[src/rtl/octree_axi_pkg.sv]
// Shared definitions for the octree/BFS DDR transaction path: scheduler state
// encoding, point-to-byte shift, and default DDR base addresses.
package octree_axi_pkg;

    typedef enum logic [2:0] {
        ST_IDLE     = 3'd0,
        ST_ARB      = 3'd1,
        ST_RD_ISSUE = 3'd2,
        ST_RD_WAIT  = 3'd3,
        ST_WR_ISSUE = 3'd4,
        ST_WR_WAIT  = 3'd5,
        ST_DONE     = 3'd6
    } sched_state_t;

    localparam int unsigned POINT_SHIFT = 3;

    localparam logic [31:0] DEF_DDR_RD_BASE = 32'h0F00_0000;
    localparam logic [31:0] DEF_DDR_WR_BASE = 32'h0F80_0000;

endpackage

[src/rtl/ddr_txn_scheduler_rr_arbiter2.sv]
// Two-requester round-robin arbiter (read vs write). The last-served flag moves
// only when a grant is accepted; i_clear makes read win the next tie.
module rr_arbiter2 (
    input  logic i_clk,
    input  logic i_rst,
    input  logic i_clear,
    input  logic i_accept,
    input  logic i_req_rd,
    input  logic i_req_wr,
    output logic o_gnt_rd,
    output logic o_gnt_wr
);

    logic last_rd;

    always_comb begin
        o_gnt_rd = i_req_rd && (!i_req_wr || !last_rd);
        o_gnt_wr = i_req_wr && !o_gnt_rd;
    end

    always_ff @(posedge i_clk) begin
        if (!i_rst || i_clear) begin
            last_rd <= 1'b0;
        end else if (i_accept && (o_gnt_rd || o_gnt_wr)) begin
            last_rd <= o_gnt_rd;
        end
    end

endmodule

[src/rtl/ddr_txn_scheduler.sv]
// Shares one AXI master between octree point reads and BFS occupancy writes.
// Optional per-direction transaction counters under `TXN_STATS_EN.
//   state    | meaning
//   IDLE     | waiting for i_start
//   ARB      | sample requests, pick read or write
//   RD_ISSUE | read address valid, init pulse
//   RD_WAIT  | wait for read completion
//   WR_ISSUE | write address valid, latch wr_last, init pulse
//   WR_WAIT  | wait for write completion
//   DONE     | frame end pulse issued next cycle
module ddr_txn_scheduler
    import octree_axi_pkg::*;
#(
    parameter logic [31:0] DDR_RD_BASE_ADDRESS = DEF_DDR_RD_BASE,
    parameter logic [31:0] DDR_WR_BASE_ADDRESS = DEF_DDR_WR_BASE,
    parameter int unsigned BURST_POINTS        = 16,
    parameter int unsigned WR_BURST_BYTES      = 64
) (
    input  logic        i_clk,
    input  logic        i_rst,
    input  logic        i_start,
    input  logic [31:0] i_point_cloud_size,
    input  logic        i_rd_req,
    input  logic        i_wr_req,
    input  logic        i_wr_last,
    input  logic        i_read_txn_done,
    input  logic        i_write_txn_done,
    output logic        o_init_read_txn,
    output logic        o_init_write_txn,
    output logic [31:0] o_read_address,
    output logic [31:0] o_write_address,
    output logic [8:0]  o_rd_points,
    output logic        o_rd_grant,
    output logic        o_wr_grant,
    output logic        o_rd_exhausted,
    output logic        o_busy,
`ifdef TXN_STATS_EN
    output logic [15:0] o_rd_txn_count,
    output logic [15:0] o_wr_txn_count,
`endif
    output logic        o_frame_done
);

    localparam int unsigned WR_SHIFT   = $clog2(WR_BURST_BYTES);
    localparam logic [31:0] BURST_P32  = 32'(BURST_POINTS);

    sched_state_t state, state_nxt;
    logic [31:0]  size_q, fetched_q, written_q, remaining;
    logic         wr_last_q, exhausted, rd_elig, wr_elig, gnt_rd, gnt_wr;
    logic         rd_done_ev, wr_done_ev, start_ev;

    assign exhausted  = (fetched_q >= size_q);
    assign remaining  = size_q - fetched_q;
    assign start_ev   = (state == ST_IDLE) && i_start;
    assign rd_done_ev = (state == ST_RD_WAIT) && i_read_txn_done;
    assign wr_done_ev = (state == ST_WR_WAIT) && i_write_txn_done;

    // Requests are ignored in the grant cycle: the core may still hold the
    // request it just had served until it sees the grant.
    assign rd_elig = i_rd_req && !exhausted && !o_rd_grant && !o_wr_grant;
    assign wr_elig = i_wr_req && !o_rd_grant && !o_wr_grant;

    rr_arbiter2 u_arb (
        .i_clk    (i_clk),
        .i_rst    (i_rst),
        .i_clear  (start_ev),
        .i_accept (state == ST_ARB),
        .i_req_rd (rd_elig),
        .i_req_wr (wr_elig),
        .o_gnt_rd (gnt_rd),
        .o_gnt_wr (gnt_wr)
    );

    always_comb begin
        state_nxt = state;
        case (state)
            ST_IDLE:     if (i_start) state_nxt = ST_ARB;
            ST_ARB: begin
                if (gnt_rd)      state_nxt = ST_RD_ISSUE;
                else if (gnt_wr) state_nxt = ST_WR_ISSUE;
            end
            ST_RD_ISSUE: state_nxt = ST_RD_WAIT;
            ST_RD_WAIT:  if (i_read_txn_done) state_nxt = ST_ARB;
            ST_WR_ISSUE: state_nxt = ST_WR_WAIT;
            ST_WR_WAIT:  if (i_write_txn_done) state_nxt = wr_last_q ? ST_DONE : ST_ARB;
            ST_DONE:     state_nxt = ST_IDLE;
            default:     state_nxt = ST_IDLE;
        endcase
    end

    assign o_init_read_txn  = (state == ST_RD_ISSUE);
    assign o_init_write_txn = (state == ST_WR_ISSUE);
    assign o_busy           = (state != ST_IDLE);
    assign o_rd_exhausted   = o_busy && exhausted;

    always_ff @(posedge i_clk) begin
        if (!i_rst) begin
            state           <= ST_IDLE;
            size_q          <= '0;
            fetched_q       <= '0;
            written_q       <= '0;
            wr_last_q       <= 1'b0;
            o_read_address  <= DDR_RD_BASE_ADDRESS;
            o_write_address <= DDR_WR_BASE_ADDRESS;
            o_rd_points     <= '0;
            o_rd_grant      <= 1'b0;
            o_wr_grant      <= 1'b0;
            o_frame_done    <= 1'b0;
        end else begin
            state        <= state_nxt;
            o_rd_grant   <= rd_done_ev;
            o_wr_grant   <= wr_done_ev;
            o_frame_done <= (state == ST_DONE);
            case (state)
                ST_IDLE: if (i_start) begin
                    size_q    <= i_point_cloud_size;
                    fetched_q <= '0;
                    written_q <= '0;
                    wr_last_q <= 1'b0;
                end
                ST_ARB: begin
                    if (gnt_rd) begin
                        o_read_address <= DDR_RD_BASE_ADDRESS + (fetched_q << POINT_SHIFT);
                        o_rd_points    <= (remaining < BURST_P32) ? remaining[8:0] : BURST_P32[8:0];
                    end else if (gnt_wr) begin
                        o_write_address <= DDR_WR_BASE_ADDRESS + (written_q << WR_SHIFT);
                    end
                end
                ST_RD_WAIT:  if (i_read_txn_done) fetched_q <= fetched_q + 32'(o_rd_points);
                ST_WR_ISSUE: wr_last_q <= i_wr_last;
                ST_WR_WAIT:  if (i_write_txn_done) written_q <= written_q + 32'd1;
                default: ;
            endcase
        end
    end

`ifdef TXN_STATS_EN
    always_ff @(posedge i_clk) begin
        if (!i_rst || start_ev) begin
            o_rd_txn_count <= '0;
            o_wr_txn_count <= '0;
        end else begin
            if (rd_done_ev && o_rd_txn_count != 16'hFFFF) o_rd_txn_count <= o_rd_txn_count + 16'd1;
            if (wr_done_ev && o_wr_txn_count != 16'hFFFF) o_wr_txn_count <= o_wr_txn_count + 16'd1;
        end
    end
`endif

endmodule

[config.mk]
export PLATFORM = sky130hd
export DESIGN_NAME = ddr_txn_scheduler
export DESIGN_NICKNAME = d
export VERILOG_FILES = /design/src/rtl/octree_axi_pkg.sv /design/src/rtl/ddr_txn_scheduler_rr_arbiter2.sv /design/src/rtl/ddr_txn_scheduler.sv
export SDC_FILE = /design/constraint.sdc
export NUM_CORES = 1
export LEC_CHECK = 0
export CORE_AREA = 2 2 132 134
export CTS_CLUSTER_SIZE = 12
export DETAILED_ROUTE_END_ITERATION = 12
export DIE_AREA = 0 0 134 136
export PLACE_DENSITY = 0.81
export SYNTH_ARGS = -nofsm -noshare
export SYNTH_HDL_FRONTEND = slang
export SYNTH_SLANG_ARGS = --single-unit
export TNS_END_PERCENT = 100
[constraint.sdc]
create_clock -name i_clk -period 3.63 [get_ports i_clk]
set_input_delay 0.726 -clock i_clk [delete_from_list [all_inputs] [get_ports i_clk]]
set_output_delay 0.726 -clock i_clk [all_outputs]
set_load 0.005 [all_outputs]
==> results.md <==
* RSZ-0062 raised after global routing: false
* DR WL/cell at 15.9 um
* Fin. Hold Viols at 0
* Setup violators final at 0
* Type of element capturing the critical path: flip-flop
* Vias in the first global route at 8,011
* Synth area leaders: dfxtp_1, nand2_1, ha_1
* Max-cap violations at 0
* Min Tclk post-route at 3.47 ns
* Initial DRC count at 592
* Fin crit share at 0.957
* Clock Latency Late Sink at 0.43 ns
* CP Launch Type: flip-flop
* Total GRT Usage at 0.265
* Clock slew at reported path FFs at 0.07 ns
* Die Height at 136 um
* H-Tree Level Count at 4
* Worst-path fanout max at 5
* Register area share after synthesis at 0.351
* Vias at 8,627
* GRT overflow at 0
* Pwr dens at 504 nW/um^2
* Final worst clock skew at 0.00845 ns
* Post-DRT Antenna Nets at 0
* I/O pins at 120
* Drt pass-1 iters at 7
* DRC at 0
* Sum Neg Setup Slack at 0 ns
* Post-Route WL at 24.2 mm
* Slowest Stage Delay on Critical Path at 0.51 ns
* Share of layout cells above drive strength 1 at 0.108
* Worst setup path class: reg2reg
* R2R cell count at 10
* Worst EP arrival at 3.79 ns
* Top FF cell, synth: dfxtp_1
* FF+latch count, synth at 162
* First-pass GRT wire length at 38.7 mm
* Critical path buffer and inverter count at 1
* Max_slew headroom at 0.320
* Filler cell count at 1,375
* CP startpoint: fetched_q[2]
* Detail Placement HPWL at 17.8 mm
* RR Endpoint: o_rd_points[4]
* EDFF count, synth at 0
* Syn. warnings at 0
* Syn Std Cell Area at 9250 um^2
* Crit-path cells: inv_1 > ha_1 > o2111ai_1 > a211o_1 > a2111oi_2 > or2_1 > mux2_2 > nor4_1 > nand4_2 > o221a_1
* N_diodes at 0
* Fmax achieved at 288 MHz
* Area Overhead vs Synth at 24.3%
* Pre-CTS setup slack at 0.0958 ns
* CP Depth at 10
* Leak at 4.34 nW
* Average cell area after synthesis at 7.88 um^2
* FF-to-FF setup slack at 0.16 ns
* Core ar. at 16,900 um^2
* Number of antenna violations at the first check in global routing at 0
* Site row count at 48
* Root buf cell: clkbuf_16
* Most numerous cell in the Yosys netlist: nand2_1
* Outcome: completed
* Final worst slack at 0.155 ns
* Largest net degree at the start of global routing at 47
* CTS buffer count at 17
* Vias/cell at 5.68
* Max-slew violations at 0
* Worst r2r src: fetched_q[2]
* Die area at 18,200 um^2
* Synth cell count leaders: nand2_1, dfxtp_1, a21boi_0, nor2_1, a21oi_1
* GPL Wtd Cong at 0.979
* Worst EP required at 3.95 ns
* Least-Margin Pin Slew at 1.02 ns
* Final #Nets at 1,368
* Slowest CP cell: a2111oi_2
* Sink Count at 162
* Family with the most delay on the worst path: compound AO/OA/AOI/OAI gates
* Hold WC Path Type: reg2reg
* CTS Buffer Depth at 2
* VDD IR-drop max at 389 uV
* Ys async rst share at 0
* PortBufs at 110
* Initial core utilization at 0.548
* Yosys top cell by area: dfxtp_1
* Synth top area share at 0.351
* Post-synthesis cell count at 1,174
* Post-synth cell types at 77
* Chip width at 134 um
* End point of the critical path: o_rd_points[4]
* Hold Buf Count CTS at 0
* Final Power at 0.00580 W
* CTS tree: yes
==> where the power goes <==
part	switching (W)	total [W]	internal, W	leakage (nW)
clock network	0.000821	0.00187	0.00105	0.297
registers	0.0000812	0.00194	0.00186	1.32
logic	0.00114	0.00198	0.000847	2.73
==> worst min-delay path: cells and delay by family (launching register included) <==
family	cells	cell delay (ns)
flops	1	0.31
simple gates	1	0.05
compound gates	1	0.05
==> cell usage in the layout (no fill, tap or decap), types with 4 or more instances in the layout <==
cell type        netlist  routed
a211oi_1               6       6
a21boi_0              75      75
a21o_1                10      10
a21oi_1               67      62
a21oi_2                1       6
a22oi_1                7       7
and2_1                 4       4
and3_1                 9       9
buf_4                 10      42
clkbuf_16              0      17
clkdlybuf4s50_1        0     108
conb_1                 1       9
dfxtp_1              162     150
dfxtp_2                0      10
ha_1                  46      28
ha_2                   0       8
ha_4                   0      10
inv_1                 53      52
inv_8                  0       5
mux2i_1                5       5
nand2_1              220     220
nand2b_1               5       5
nand3_1               23      23
nand4_1               29      29
nor2_1                75      74
nor2b_1               16      16
nor3_1                26      25
nor3b_1                6       6
nor4_1                17      16
o211a_1                7       7
o211ai_1              14      14
o21a_1                14      12
o21ai_0               45      45
o21ai_1                4       4
or2_2                  5       5
or3_1                 17      17
xnor2_1               56      56
xor2_1                15      15
==> final cells by class <==
cell class,instances,area (um^2),share of cell area
multi-input cells,893,5700,0.496
flip-flops and latches,162,3260,0.284
repair buffers,153,1430,0.125
clock buffers,17,425,0.0370
well taps,225,282,0.0245
inverters,53,199,0.0173
clock inverters,15,191,0.0167
==> layer usage <==
layer | wire length, um | vias up | track usage
met2 | 11500 | 274 | 0.445
met3 | 1220 | 63 | 0.0492
met4 | 976 | 0 | 0.126
met1 | 10500 | 3988 | 0.329
li1 | - | 4302 | -
met5 | 0 | - | 0
==> cell families after synthesis <==
kind of cell | share of synthesized area
xor gates and xnor gates | 0.0672
adders and majority gates | 0.0666
other | 0.000406
buffers and inverters | 0.0586
and+or+nand+nor | 0.240
muxes | 0.00663
DFF | 0.351
AOI/OAI and AO/OA | 0.210
==> registers in the layout (all words and copies together), names as in the netlist <==
signal           count
wr_last_q            1
fetched_q           32
size_q              32
o_rd_grant           1
state                3
o_wr_grant           1
o_write_address     26
o_frame_done         1
written_q           26
o_rd_points          9
o_read_address      29
u_arb.last_rd        1
==> stage by stage <==
stage	hold slack, ns	cells	utilization	cell area (um^2)
2_1_floorplan	0.443	1182	-	9280
3_3_place_gp	0.445	1480	0.629	10600
3_5_place_dp	0.448	1480	0.629	10600
4_1_cts	0.458	1518	0.680	11500
5_1_grt	0.470	1518	0.681	11500
6_report	0.455	1518	0.681	11500
==> how the worst min path moves through the flow <==
stage,start,end,slack [ns],cells after the start
after floorplan,size_q[0],size_q[0],0.44,2
after global placement,o_write_address[11],o_write_address[11],0.45,2
after detailed placement,o_write_address[11],o_write_address[11],0.45,2
after CTS,o_write_address[11],o_write_address[11],0.46,2
after global routing,o_write_address[11],o_write_address[11],0.47,2
final,o_write_address[11],o_write_address[11],0.46,2
==> repair_timing <==
item	CTS	global route
buffers inserted	6	0
pin swaps	7	3
resized for setup	49	5
setup endpoints to repair	1	2
(Power assumes the default switching activity.)
